[src/rtl/dsp_agc_gain_pkg.sv]
// Shared audio types and helpers for the dsp_ blocks: sample type, Q8.8 gain format,
// the AGC FSM states and a saturate-to-16 helper.
package dsp_agc_gain_pkg;

    localparam int SAMPLE_W  = 16;
    localparam int GAIN_W    = 16;
    localparam int GAIN_FRAC = 8;

    typedef logic signed [SAMPLE_W-1:0] sample_t;
    typedef logic [GAIN_W-1:0]          gain_t;

    localparam gain_t GAIN_ONE = gain_t'(1) << GAIN_FRAC;

    typedef enum logic [1:0] {
        ST_IDLE,
        ST_DIV,
        ST_SMOOTH
    } agc_state_e;

    function automatic sample_t sat16(input logic signed [32:0] x);
        if (x > 33'sd32767) begin
            return 16'sh7FFF;
        end else if (x < -33'sd32768) begin
            return 16'sh8000;
        end else begin
            return x[15:0];
        end
    endfunction

endpackage

[src/rtl/dsp_agc_gain_if.sv]
// Sample/level/gain bundle between the power detector, the AGC and the output chain.
interface dsp_agc_gain_if;
    import dsp_agc_gain_pkg::*;

    sample_t     iIn;
    logic        iCHS;
    logic [15:0] iLevel;
    logic        iLevelValid;
    sample_t     oOut;
    gain_t       oGain;
    logic        oBusy;

    modport master (
        output iIn, iCHS, iLevel, iLevelValid,
        input  oOut, oGain, oBusy
    );

    modport slave (
        input  iIn, iCHS, iLevel, iLevelValid,
        output oOut, oGain, oBusy
    );

endinterface

[src/rtl/dsp_agc_gain_int_div_seq.sv]
// Sequential restoring divider, one quotient bit per clock, MSB first.
// done_o is high during the final step; quotient_o is complete from the following cycle.
module int_div_seq #(
    parameter int N_W = 24,
    parameter int D_W = 16
) (
    input  logic           clk,
    input  logic           rst,
    input  logic           start_i,
    input  logic [N_W-1:0] dividend_i,
    input  logic [D_W-1:0] divisor_i,
    output logic [N_W-1:0] quotient_o,
    output logic           done_o
);
    localparam int CNT_W = $clog2(N_W);

    logic [N_W-1:0]   dividend_q, dividend_d;
    logic [N_W-1:0]   quot_q, quot_d;
    logic [D_W-1:0]   divisor_q, divisor_d;
    logic [D_W-1:0]   rem_q, rem_d;
    logic [CNT_W-1:0] cnt_q, cnt_d;
    logic             run_q, run_d;
    logic [D_W:0]     rem_sh;

    always_comb begin
        dividend_d = dividend_q;
        quot_d     = quot_q;
        divisor_d  = divisor_q;
        rem_d      = rem_q;
        cnt_d      = cnt_q;
        run_d      = run_q;
        rem_sh     = {rem_q, dividend_q[cnt_q]};
        if (start_i) begin
            dividend_d = dividend_i;
            divisor_d  = divisor_i;
            rem_d      = '0;
            quot_d     = '0;
            cnt_d      = CNT_W'(N_W - 1);
            run_d      = 1'b1;
        end else if (run_q) begin
            // a restored remainder is always below the divisor, so D_W bits hold it
            if (rem_sh >= {1'b0, divisor_q}) begin
                rem_d         = D_W'(rem_sh - {1'b0, divisor_q});
                quot_d[cnt_q] = 1'b1;
            end else begin
                rem_d = D_W'(rem_sh);
            end
            if (cnt_q == '0) begin
                run_d = 1'b0;
            end else begin
                cnt_d = cnt_q - CNT_W'(1);
            end
        end
    end

    always_ff @(posedge clk or posedge rst) begin
        if (rst) begin
            dividend_q <= '0;
            quot_q     <= '0;
            divisor_q  <= '0;
            rem_q      <= '0;
            cnt_q      <= '0;
            run_q      <= 1'b0;
        end else begin
            dividend_q <= dividend_d;
            quot_q     <= quot_d;
            divisor_q  <= divisor_d;
            rem_q      <= rem_d;
            cnt_q      <= cnt_d;
            run_q      <= run_d;
        end
    end

    assign quotient_o = quot_q;
    assign done_o     = run_q && (cnt_q == '0);

endmodule

[src/rtl/dsp_agc_gain.sv]
// AGC: turns an RMS level into a smoothed Q8.8 gain (TARGET / level) and applies it per sample strobe.
//   state     | meaning
//   ST_IDLE   | waiting for a level pulse
//   ST_DIV    | divider running, 24 edges
//   ST_SMOOTH | clamp quotient and slew the gain one step
module dsp_agc_gain
    import dsp_agc_gain_pkg::*;
#(
    parameter logic [15:0] TARGET     = 16'd8192,
    parameter gain_t       GAIN_MAX   = 16'd2048,
    parameter int          STEP_SHIFT = 3
) (
    input logic           iCLK,
    input logic           iRST,
    dsp_agc_gain_if.slave bus
);
    localparam int                 DIV_W   = 24;
    localparam logic [DIV_W-1:0] DIVIDEND = DIV_W'(TARGET) << GAIN_FRAC;

    agc_state_e        state_q, state_d;
    gain_t             gain_q, gain_d;
    logic              busy_q, busy_d;
    logic              zero_lvl_q, zero_lvl_d;
    sample_t           out_q, out_d;
    logic [1:0]        chs_q;

    logic              div_start;
    logic              div_done;
    logic [DIV_W-1:0]  quot;

    gain_t             tgt_gain;
    logic signed [16:0] diff;
    logic signed [16:0] step;
    logic signed [32:0] in_x;
    logic signed [32:0] gain_x;
    logic signed [32:0] prod;

    assign div_start = (state_q == ST_IDLE) && bus.iLevelValid && (bus.iLevel != '0);

    int_div_seq #(
        .N_W(DIV_W),
        .D_W(16)
    ) u_div (
        .clk        (iCLK),
        .rst        (iRST),
        .start_i    (div_start),
        .dividend_i (DIVIDEND),
        .divisor_i  (bus.iLevel),
        .quotient_o (quot),
        .done_o     (div_done)
    );

    always_comb begin
        if (zero_lvl_q || (quot > DIV_W'(GAIN_MAX))) begin
            tgt_gain = GAIN_MAX;
        end else begin
            tgt_gain = quot[15:0];
        end
        diff = $signed({1'b0, tgt_gain}) - $signed({1'b0, gain_q});
        step = diff >>> STEP_SHIFT;
        // keep a minimum step of one so the gain lands exactly on target
        if ((diff != '0) && (step == '0)) begin
            step = diff[16] ? -17'sd1 : 17'sd1;
        end
    end

    always_comb begin
        state_d    = state_q;
        gain_d     = gain_q;
        busy_d     = busy_q;
        zero_lvl_d = zero_lvl_q;
        case (state_q)
            ST_IDLE: begin
                if (bus.iLevelValid) begin
                    busy_d     = 1'b1;
                    zero_lvl_d = (bus.iLevel == '0);
                    state_d    = (bus.iLevel == '0) ? ST_SMOOTH : ST_DIV;
                end
            end
            ST_DIV: begin
                if (div_done) begin
                    state_d = ST_SMOOTH;
                end
            end
            ST_SMOOTH: begin
                gain_d  = gain_t'($signed({1'b0, gain_q}) + step);
                busy_d  = 1'b0;
                state_d = ST_IDLE;
            end
            default: begin
                state_d = ST_IDLE;
            end
        endcase
    end

    always_comb begin
        out_d  = out_q;
        in_x   = 33'(bus.iIn);
        gain_x = 33'($signed({1'b0, gain_q}));
        prod   = (in_x * gain_x) >>> GAIN_FRAC;
        if (chs_q == 2'b01) begin
            out_d = sat16(prod);
        end
    end

    always_ff @(posedge iCLK or posedge iRST) begin
        if (iRST) begin
            state_q    <= ST_IDLE;
            gain_q     <= GAIN_ONE;
            busy_q     <= 1'b0;
            zero_lvl_q <= 1'b0;
            out_q      <= '0;
            chs_q      <= '0;
        end else begin
            state_q    <= state_d;
            gain_q     <= gain_d;
            busy_q     <= busy_d;
            zero_lvl_q <= zero_lvl_d;
            out_q      <= out_d;
            chs_q      <= {chs_q[0], bus.iCHS};
        end
    end

    assign bus.oOut  = out_q;
    assign bus.oGain = gain_q;
    assign bus.oBusy = busy_q;

endmodule

[src/flat_wrapper.sv]
// flat-port wrapper written by rule: the top's interface ports become plain ports
module dsp_agc_gain_flat import dsp_agc_gain_pkg::*;
#(
    parameter logic [15:0] TARGET     = 16'd8192,
    parameter gain_t       GAIN_MAX   = 16'd2048,
    parameter int          STEP_SHIFT = 3
)
  (iCLK, iRST, bus_iIn, bus_iCHS, bus_iLevel, bus_iLevelValid, bus_oOut, bus_oGain, bus_oBusy);
  dsp_agc_gain_if bus_i ();
  input logic iCLK;
  input logic iRST;
  input wire logic [$bits(bus_i.iIn)-1:0] bus_iIn;
  input wire logic [$bits(bus_i.iCHS)-1:0] bus_iCHS;
  input wire logic [$bits(bus_i.iLevel)-1:0] bus_iLevel;
  input wire logic [$bits(bus_i.iLevelValid)-1:0] bus_iLevelValid;
  output wire logic [$bits(bus_i.oOut)-1:0] bus_oOut;
  output wire logic [$bits(bus_i.oGain)-1:0] bus_oGain;
  output wire logic [$bits(bus_i.oBusy)-1:0] bus_oBusy;
  assign bus_i.iIn = bus_iIn;
  assign bus_i.iCHS = bus_iCHS;
  assign bus_i.iLevel = bus_iLevel;
  assign bus_i.iLevelValid = bus_iLevelValid;
  assign bus_oOut = bus_i.oOut;
  assign bus_oGain = bus_i.oGain;
  assign bus_oBusy = bus_i.oBusy;
  dsp_agc_gain #(.TARGET(TARGET), .GAIN_MAX(GAIN_MAX), .STEP_SHIFT(STEP_SHIFT)) u_core (.iCLK(iCLK), .iRST(iRST), .bus(bus_i));
endmodule
[config.mk]
export PLATFORM = sky130hd
export DESIGN_NAME = dsp_agc_gain_flat
export DESIGN_NICKNAME = d
export VERILOG_FILES = /design/src/rtl/dsp_agc_gain_pkg.sv /design/src/rtl/dsp_agc_gain_if.sv /design/src/rtl/dsp_agc_gain_int_div_seq.sv /design/src/rtl/dsp_agc_gain.sv /design/src/flat_wrapper.sv
export SDC_FILE = /design/constraint.sdc
export NUM_CORES = 1
export LEC_CHECK = 0
export ABC_AREA = 1
export BUFFER_PORTS_ARGS = -buffer_cell sky130_fd_sc_hd__buf_2
export CAP_MARGIN = 20
export CORE_ASPECT_RATIO = 0.6
export CORE_MARGIN = 2
export CORE_UTILIZATION = 28
export CTS_BUF_LIST = sky130_fd_sc_hd__clkbuf_16
export DETAILED_ROUTE_END_ITERATION = 7
export PLACE_DENSITY = 0.51
export SYNTH_ARGS = -nofsm -noshare
export SYNTH_HDL_FRONTEND = slang
export SYNTH_SLANG_ARGS = --single-unit
export TNS_END_PERCENT = 10
[constraint.sdc]
create_clock -name iCLK -period 12 [get_ports iCLK]
set_input_delay 0.6 -clock iCLK [delete_from_list [all_inputs] [get_ports iCLK]]
set_output_delay 0.6 -clock iCLK [all_outputs]
set_load 0.02 [all_outputs]
==> results of run 1 <==
-- metrics by stage --
stage / hold slack, ps / utilization, % / setup WS, ps / instances
finish: 294 / 30.7 / 5000 / 3089
global route: 299 / 30.7 / 4540 / 3089
CTS: 291 / 30.7 / 4980 / 3088
detailed placement: 365 / 30.2 / 5030 / 3073
global placement: 358 / 30.2 / 5000 / 3073
floorplan: 354 / - / 5670 / 2309
-- per-layer routing --
layer | up-vias | share of wire [%] | global-route usage [%] | wire length (µm)
met2 | 323 | 38 | 22.0 | 18000
met1 | 6636 | 56 | 27.7 | 27000
met5 | - | 0 | 0 | 0
met4 | 0 | 0.73 | 2.35 | 351
li1 | 6840 | - | - | -
met3 | 15 | 5.5 | 2.55 | 2640
-- kinds of logic (layout without fill, tap and decap cells) --
| group | count (synthesis) | count (layout) | synth area share [%] |
|---|---|---|---|
| xor gates and xnor gates | 50 | 50 | 2.68 |
| DFF | 101 | 101 | 15.5 |
| other | 1 | 4 | 0.0230 |
| adders and majority gates | 365 | 365 | 36.9 |
| and+or+nand+nor | 916 | 916 | 22.5 |
| buffers and inverters | 663 | 673 | 15.4 |
| AOI/OAI and AO/OA | 210 | 210 | 6.98 |
-- layout by cell type, fill, tap and decap left out, drive strengths merged, types with 6 or more instances in the layout --
master and count:
o21bai 10, nor3 16, nor4 6, buf 77, nand2 682, inv 582
dfrtp 100, nand4 14, xor2 30, ha 170, clkbuf 9, a31oi 8
nand3 67, nor2 119, xnor2 20, a21oi 95, o21ai 77, fa 195
-- flip-flops by register name, indices dropped and copies added (netlist names), 2 cells and up --
signal / cells
u_core.u_div.rem_q: 16
u_core.state_q: 2
u_core.bus.oOut: 16
u_core.bus.oGain: 16
u_core.u_div.divisor_q: 16
u_core.chs_q: 2
u_core.u_div.cnt_q: 5
u_core.u_div.quotient_o: 24
-- path summary, 6_finish.rpt --
path | from | end | slack (ps) | cells past startpoint
max reg2reg | u_core.bus.oGain[0] | u_core.bus.oOut[12] | 5000 | 27
max | u_core.bus.oGain[0] | u_core.bus.oOut[12] | 5000 | 27
min reg2reg | u_core.chs_q[0] | u_core.chs_q[1] | 380 | 0
min | iRST | u_core.u_div.rem_q[10] | 290 | 2
max in group asynchronous | iRST | u_core.bus.oGain[13] | 10480 | 3
min in group iCLK | bus_iCHS | u_core.chs_q[0] | 310 | 1
-- layout make-up --
cell class / count / area, µm² / area share [%]
clock buffers: 9 / 225 / 1.27
inverters: 581 / 2180 / 12.4
clock inverters: 6 / 60.1 / 0.340
well taps: 770 / 963 / 5.45
repair buffers: 77 / 408 / 2.31
multi-input cells: 1545 / 11300 / 64.0
flip-flops and latches: 101 / 2530 / 14.3
==> flow_summary_export.csv, run 1 <==
group,metric,value,unit
outcome,status,"finished clean",
timing,skew,15.8,ps
drt,wire_per_inst,15.5,µm
timing,max_slew_margin,30.4,%
placement,hpwl,39100,µm
clock_tree,root_buffer,"clkbuf_16",
placement,placed_cell_area,17400,µm²
setup_path,path_max_fanout,19,
layout,num-nets-final,2716,
layout,antennaDiodeCount,0,
clock_tree,htreeDepth,3,
setup_path,max_stage_delay,1000,ps
drt,drt_wl_total,48000,µm
drt,drc,0,
clock_tree,cts_tree,"yes",
die,coreArea,57600,µm²
clock_tree,cts_setup_buffers,0,
logic_synthesis,synth_cell_types,45,
timing,tns,0,ps
logic_synthesis,synth_flop_cell,"dfrtp_1",
setup_path,cp_slowest_cell,"dfrtp_1",
setup_path,path_delay_family,"adder cells",
timing,period_share,58.3,%
setup_path,path_buf_inv,6,
timing,rsz0062_at_grt,"false",
clock_tree,holdBufCountCts,0,
grt,grt_pass1_wl,78300,µm
die,design.die.area,60300,µm²
layout,syn2layout_area_growth,8.21,%
logic_synthesis,synth_edf_count,0,
grt,grtUsageTotal,16.6,%
logic_synthesis,synth_most_common_cell,"nand2_1",
layout,drive_gt1_share,4.83,%
timing,tightest_slew,1040,ps
clock_tree,cts_resized,0,
clock_tree,clk_pin_slew,80,ps
hold_path,hp-class,"in2async",
logic_synthesis,ys_seq_elements,101,
logic_synthesis,avgSynthCellArea,7.08,µm²
setup_path,crit_type,"reg2reg",
drt,routed-via-count,13800,
placement,io_buffers,68,
clock_tree,clkSinkCount,101,
layout,design_area,17700,µm²
timing,max_freq,143,MHz
run,drv_cap,0,
logic_synthesis,yosysTopAreaCellShare,23.9,%
setup_path,crit_arrival,7280,ps
logic_synthesis,synthTopCellsByCount,"673 x nand2_1, 578 x inv_1, 195 x fa_1",
placement,place.gp.congestion,0.874,
setup_path,path_common_cell,"nand2_1",
logic_synthesis,synth_top_cell_by_area,"fa_1",
logic_synthesis,synthTopCellsByArea,"fa_1 24%, nand2_1 15%, dfrtp_1 15%",
timing,post-route-min-period,7000,ps
setup_path,worstSetupEndpointType,"flop",
timing,setup_viol,0,
setup_path,startpoint_type,"flop",
drt,drt-vias-per-instance,4.47,
clock_tree,cts_buffer_depth,2,
grt,grt_max_degree,60,
drt,ant_nets,0,
logic_synthesis,synth_area,16300,µm²
grt,grt_pass1_vias,13600,
die,die_w,316,µm
clock_tree,clk_latency,390,ps
logic_synthesis,ys_async_sr_fraction,100,%
drt,firstDrtPassIters,5,
die,ios,69,
logic_synthesis,yosysWarnings,0,
timing,hold_viol,0,
logic_synthesis,syn_inst,2306,
clock_tree,cts_buffers,9,
grt,antenna_found_initial,0,
die,start_util,28.3,%
timing,slew_viol_final,0,
layout,fillers,6294,
die,rows,68,
setup_path,cp.required,12280,ps
die,die_h,191,µm
grt,grt_overflow,0,
drt,drt_iter0_markers,1110,
logic_synthesis,yosysSeqAreaShare,15.5,%
Power of run 1 is left out: the tool's default activity adds up to more than one toggle a clock period on the data nets, which glitch-free logic cannot reach.
==> run 2: changes to the inputs <==
==> constraint.sdc (replaced) <==
create_clock -name iCLK -period 6.51 [get_ports iCLK]
set_input_delay 0.3255 -clock iCLK [delete_from_list [all_inputs] [get_ports iCLK]]
set_output_delay 0.3255 -clock iCLK [all_outputs]
set_load 0.02 [all_outputs]
==> run 2 against run 1 <==
  * Worst setup slack worse by 4700 ps
  * Critical endpoint is now u_core.bus.oOut[14]
  * Flip-flop and latch count is the same
  * Highest routed layer unchanged
  * Largest cell class unchanged
  * Die area stayed put
  * Critical path type unchanged
  * Register-to-register slack got worse by 4700 ps
  * Critical path depth grew 2
==> flow_summary_export.csv, run 2 (synthesis gave the netlist of run 1 again) <==
group,metric,value,unit
placement,io_buffers,68,
timing,setup_viol,0,
hold_path,min_from,"bus_iCHS",
layout,layout_commonest_cell,"nand2_1",
hold_path,hp-class,"in2reg",
clock_tree,clkSinkCount,101,
setup_path,cp.required,6780,ps
setup_path,path_max_fanout,8,
setup_path,worstSetupEndpointType,"flop",
placement,pre_cts_ws,-30.3,ps
grt,antenna_found_initial,2,
setup_path,r2r-end,"u_core.bus.oOut[14]",
layout,drive_gt1_share,11.0,%
layout,num-nets-final,2786,
setup_path,startpoint_type,"flop",
layout,ff_latch_area,2550,µm²
grt,grt_pass1_vias,13800,
drt,drc,0,
timing,max_slew_margin,33.0,%
layout,largest_reg_flops,24,
grt,grt_max_degree,60,
drt,drt_wl_total,49400,µm
clock_tree,clk_latency,380,ps
clock_tree,cts_tree,"yes",
hold_path,min_to,"u_core.chs_q[0]",
setup_path,max_stage_delay,630,ps
grt,grt_pass1_wl,78900,µm
clock_tree,htreeDepth,3,
setup_path,crit_start,"u_core.bus.oGain[8]",
placement,hpwl,40300,µm
die,design.die.area,60300,µm²
layout,multiInputGateArea,11600,µm²
setup_path,crit_type,"reg2reg",
drt,routed-via-count,14200,
timing,post-route-min-period,6240,ps
die,coreArea,57600,µm²
clock_tree,cts_buffers,9,
die,rows,68,
outcome,status,"finished clean",
setup_path,rr_worst_depth,29,
timing,slew_viol_final,0,
placement,place.gp.congestion,0.869,
timing,tightest_slew,1000,ps
setup_path,r2r-start,"u_core.bus.oGain[8]",
drt,wire_per_inst,15.6,µm
die,ios,69,
clock_tree,cts_buffer_depth,2,
timing,layout_setup_ws,270,ps
timing,skew,19.2,ps
timing,hold-worst-slack,51.0,ps
timing,hold_viol,0,
die,die_w,316,µm
die,start_util,28.3,%
timing,max_freq,160,MHz
drt,drt-vias-per-instance,4.48,
layout,layout_common_cells,"655 x nand2_1, 570 x inv_1, 184 x fa_1",
timing,period_share,95.9,%
hold_path,holdPathStages,1,
drt,ant_nets,0,
setup_path,path_common_cell,"nand2_1",
setup_path,cp_slowest_cell,"dfstp_2",
die,die_h,191,µm
layout,fillers,6191,
setup_path,ff2ff_setup_slack,270,ps
layout,syn2layout_area_growth,14.0,%
clock_tree,holdBufCountCts,0,
clock_tree,clk_pin_slew,80,ps
setup_path,crit_arrival,6510,ps
drt,firstDrtPassIters,5,
run,drv_cap,0,
drt,drt_iter0_markers,1121,
clock_tree,root_buffer,"clkbuf_16",
grt,grtUsageTotal,16.8,%
grt,grt_overflow,0,
==> run 2: how the worst max path moves through the flow <==
| stage | depth (start not counted) | to |
|---|---|---|
| final | 29 | u_core.bus.oOut[14] |
| after global routing | 31 | u_core.bus.oOut[12] |
| after detailed placement | 31 | u_core.bus.oOut[10] |
| after CTS | 31 | u_core.bus.oOut[10] |
| after floorplan | 31 | u_core.bus.oOut[0] |
| after global placement | 28 | u_core.bus.oOut[12] |
==> run 2: layer usage <==
metal,vias up,global-route usage (%),wire length [µm]
met5,-,0,0
met4,0,2.81,464
li1,6990,-,-
met2,346,22.0,18700
met1,6806,28.3,27300
met3,24,2.13,2880
==> run 2: through the flow <==
stage	util (%)	setup TNS, ps	instance area [µm²]	std cells
after detailed placement	30.8	-204	17700	3120
after CTS	31.3	0	18000	3136
after global routing	32.3	-246	18600	3162
after global placement	30.8	0	17700	3119
after floorplan	-	0	16300	2309
final	32.3	0	18600	3162
==> run 2: timing repair <==
| item | in CTS | in global routing |
|---|---|---|
| hold endpoints to repair | 0 | 0 |
| resized for setup | 4 | 89 |
| setup buffers | 0 | 21 |
| gates cloned | 0 | 3 |
| pin swaps | 0 | 47 |
| endpoints found under the setup margin | 15 | 16 |
==> run 2: final cells by class <==
type,count,area share [%]
sequential,101,13.7
timing repair buffer,145,5.36
clock inverter,7,0.410
antenna,2,0.0269
multi-input combinational,1547,62.4
tap,770,5.18
clock buffer,9,1.21
inverter,581,11.7
==> run 2: critical path, delay by kind of cell, from the launching register on <==
kind                       cells  cell delay, ps
DFF                            1             630
buffers and inverters          7             550
adders and majority gates      7            3430
and+or+nand+nor               15            1520
Power of run 2 is left out for the same reason.
==> run 3: changes to the inputs <==
==> constraint.sdc (replaced) <==
create_clock -name iCLK -period 6.4 [get_ports iCLK]
set_input_delay 0.32 -clock iCLK [delete_from_list [all_inputs] [get_ports iCLK]]
set_output_delay 0.32 -clock iCLK [all_outputs]
set_load 0.02 [all_outputs]
==> run 3 against run 2 <==
  * Final area increased by 0.13%
  * Cell count increased by 0.35%
  * Register-to-register slack worse by 120 ps
  * Critical path depth down 1
  * Global-route usage hardly changed
  * Via count about the same
  * Critical path type unchanged
  * Critical endpoint is now u_core.bus.oOut[13]
  * Highest routed layer unchanged
==> flow_summary_export.csv, run 3 (synthesis gave the netlist of run 1 again) <==
group,metric,value,unit
outcome,status,"finished clean",
drt,ant_nets,0,
setup_path,worstSetupEndpointType,"flop",
die,start_util,28.3,%
hold_path,min_from,"bus_iCHS",
grt,grt_overflow,0,
setup_path,rr_worst_depth,28,
layout,largest_reg_flops,24,
setup_path,crit_arrival,6530,ps
timing,tns,0,ps
drt,drt_wl_total,48300,µm
placement,placed_cell_area,17900,µm²
timing,hold_viol,0,
drt,drt-vias-per-instance,4.46,
clock_tree,root_buffer,"clkbuf_16",
layout,design_area,18600,µm²
clock_tree,clk_latency,380,ps
grt,grtUsageTotal,16.8,%
placement,place.gp.congestion,0.870,
timing,period_share,97.6,%
layout,num-nets-final,2799,
grt,antenna_found_initial,0,
timing,max_slew_margin,26.2,%
grt,grt_max_degree,62,
layout,drive_gt1_share,11.0,%
timing,layout_setup_ws,153,ps
drt,wire_per_inst,15.2,µm
die,die_h,191,µm
drt,firstDrtPassIters,7,
timing,skew,10.5,ps
grt,grt_pass1_wl,79000,µm
clock_tree,cts_buffer_depth,2,
clock_tree,clk_pin_slew,80,ps
timing,rsz0062_at_grt,"true",
setup_path,crit_type,"reg2reg",
clock_tree,cts_buffers,9,
clock_tree,htreeDepth,3,
setup_path,path_common_cell,"nand2_1",
hold_path,holdPathStages,1,
clock_tree,clkSinkCount,101,
setup_path,cp.required,6680,ps
die,rows,68,
hold_path,min_to,"u_core.chs_q[0]",
run,drv_cap,0,
layout,fin_cells,3173,
hold_path,hp-class,"in2reg",
timing,max_freq,160,MHz
setup_path,path_max_fanout,5,
timing,slew_viol_final,0,
setup_path,max_stage_delay,620,ps
placement,io_buffers,68,
clock_tree,cts_tree,"yes",
timing,tightest_slew,1100,ps
timing,post-route-min-period,6250,ps
setup_path,r2r-end,"u_core.bus.oOut[13]",
placement,place_inst,3140,
placement,pre_cts_ws,-63.1,ps
placement,hpwl,40600,µm
die,die_w,316,µm
die,design.die.area,60300,µm²
setup_path,ff2ff_setup_slack,150,ps
drt,routed-via-count,14200,
setup_path,startpoint_type,"flop",
layout,syn2layout_area_growth,14.1,%
die,coreArea,57600,µm²
drt,drt_iter0_markers,1064,
drt,drc,0,
grt,grt_pass1_vias,13900,
setup_path,cp_slowest_cell,"dfstp_2",
layout,layout_commonest_cell,"nand2_1",
layout,layout_common_cells,"660 x nand2_1, 570 x inv_1, 189 x fa_1",
setup_path,r2r-start,"u_core.bus.oGain[8]",
timing,setup_viol,0,
die,ios,69,
## run 3: cell types whose count changed in the layout (fill, tap and decap cells not counted), moves of 2 or more
cell and delta:
a21oi_1 +2, a21oi_2 -2, buf_4 +10, buf_6 +4, fa_1 +5, fa_2 -5
nand2_1 +5, nand2_2 -3, nand2_4 -2, nor2_2 -2, nor2_4 +2
## run 3: timing repair
action / in CTS / in global routing
buffers inserted: 1 / 13
endpoints found under the hold margin: 24 / 0
cloned: 0 / 2
gates resized for setup: 6 / 78
pin swaps: 0 / 35
hold buffers: 1 / 0
endpoints found under the setup margin: 15 / 17
## run 3: routing by layer
layer	GRT usage, %	wire length (µm)
met1	28.3	27200
met2	22.0	17700
met5	0	0
met4	2.10	260
met3	2.55	3090
## run 3: cell type report
type,count,area (µm²)
clock inverters,6,46.3
inverters,581,2180
repair buffers,158,1080
fillers,6164,39000
clock buffers,9,225
diodes,1,2.50
well taps,770,963
flip-flops and latches,101,2540
multi-input cells,1547,11600
## run 3: worst max-delay path by stage
stage | startpoint | to | slack [ps] | cells after the start
2_1_floorplan | u_core.bus.oGain[5] | u_core.bus.oOut[0] | 140 | 31
6_report | u_core.bus.oGain[8] | u_core.bus.oOut[13] | 150 | 28
3_3_place_gp | u_core.bus.oGain[6] | u_core.bus.oOut[12] | -70 | 32
3_5_place_dp | u_core.bus.oGain[6] | u_core.bus.oOut[14] | -60 | 31
4_1_cts | u_core.bus.oGain[11] | u_core.bus.oOut[12] | 8 | 29
5_1_grt | u_core.bus.oGain[8] | u_core.bus.oOut[10] | -150 | 31
## run 3: through the flow
stage	utilization, %	hold WS, ps
2_1_floorplan	-	351
3_3_place_gp	31.1	362
3_5_place_dp	31.1	370
4_1_cts	31.6	1.80
5_1_grt	32.4	20.7
6_report	32.4	35.5
## run 3: worst max-delay path: cells and delay by family (launching register included)
family                     cells  cell delay, ps
AOI/OAI and AO/OA              3             440
xor gates and xnor gates       1             330
adders and majority gates      7            3360
buffers and inverters          8             730
DFF                            1             620
and+or+nand+nor                9             640
Power of run 3 is left out for the same reason.
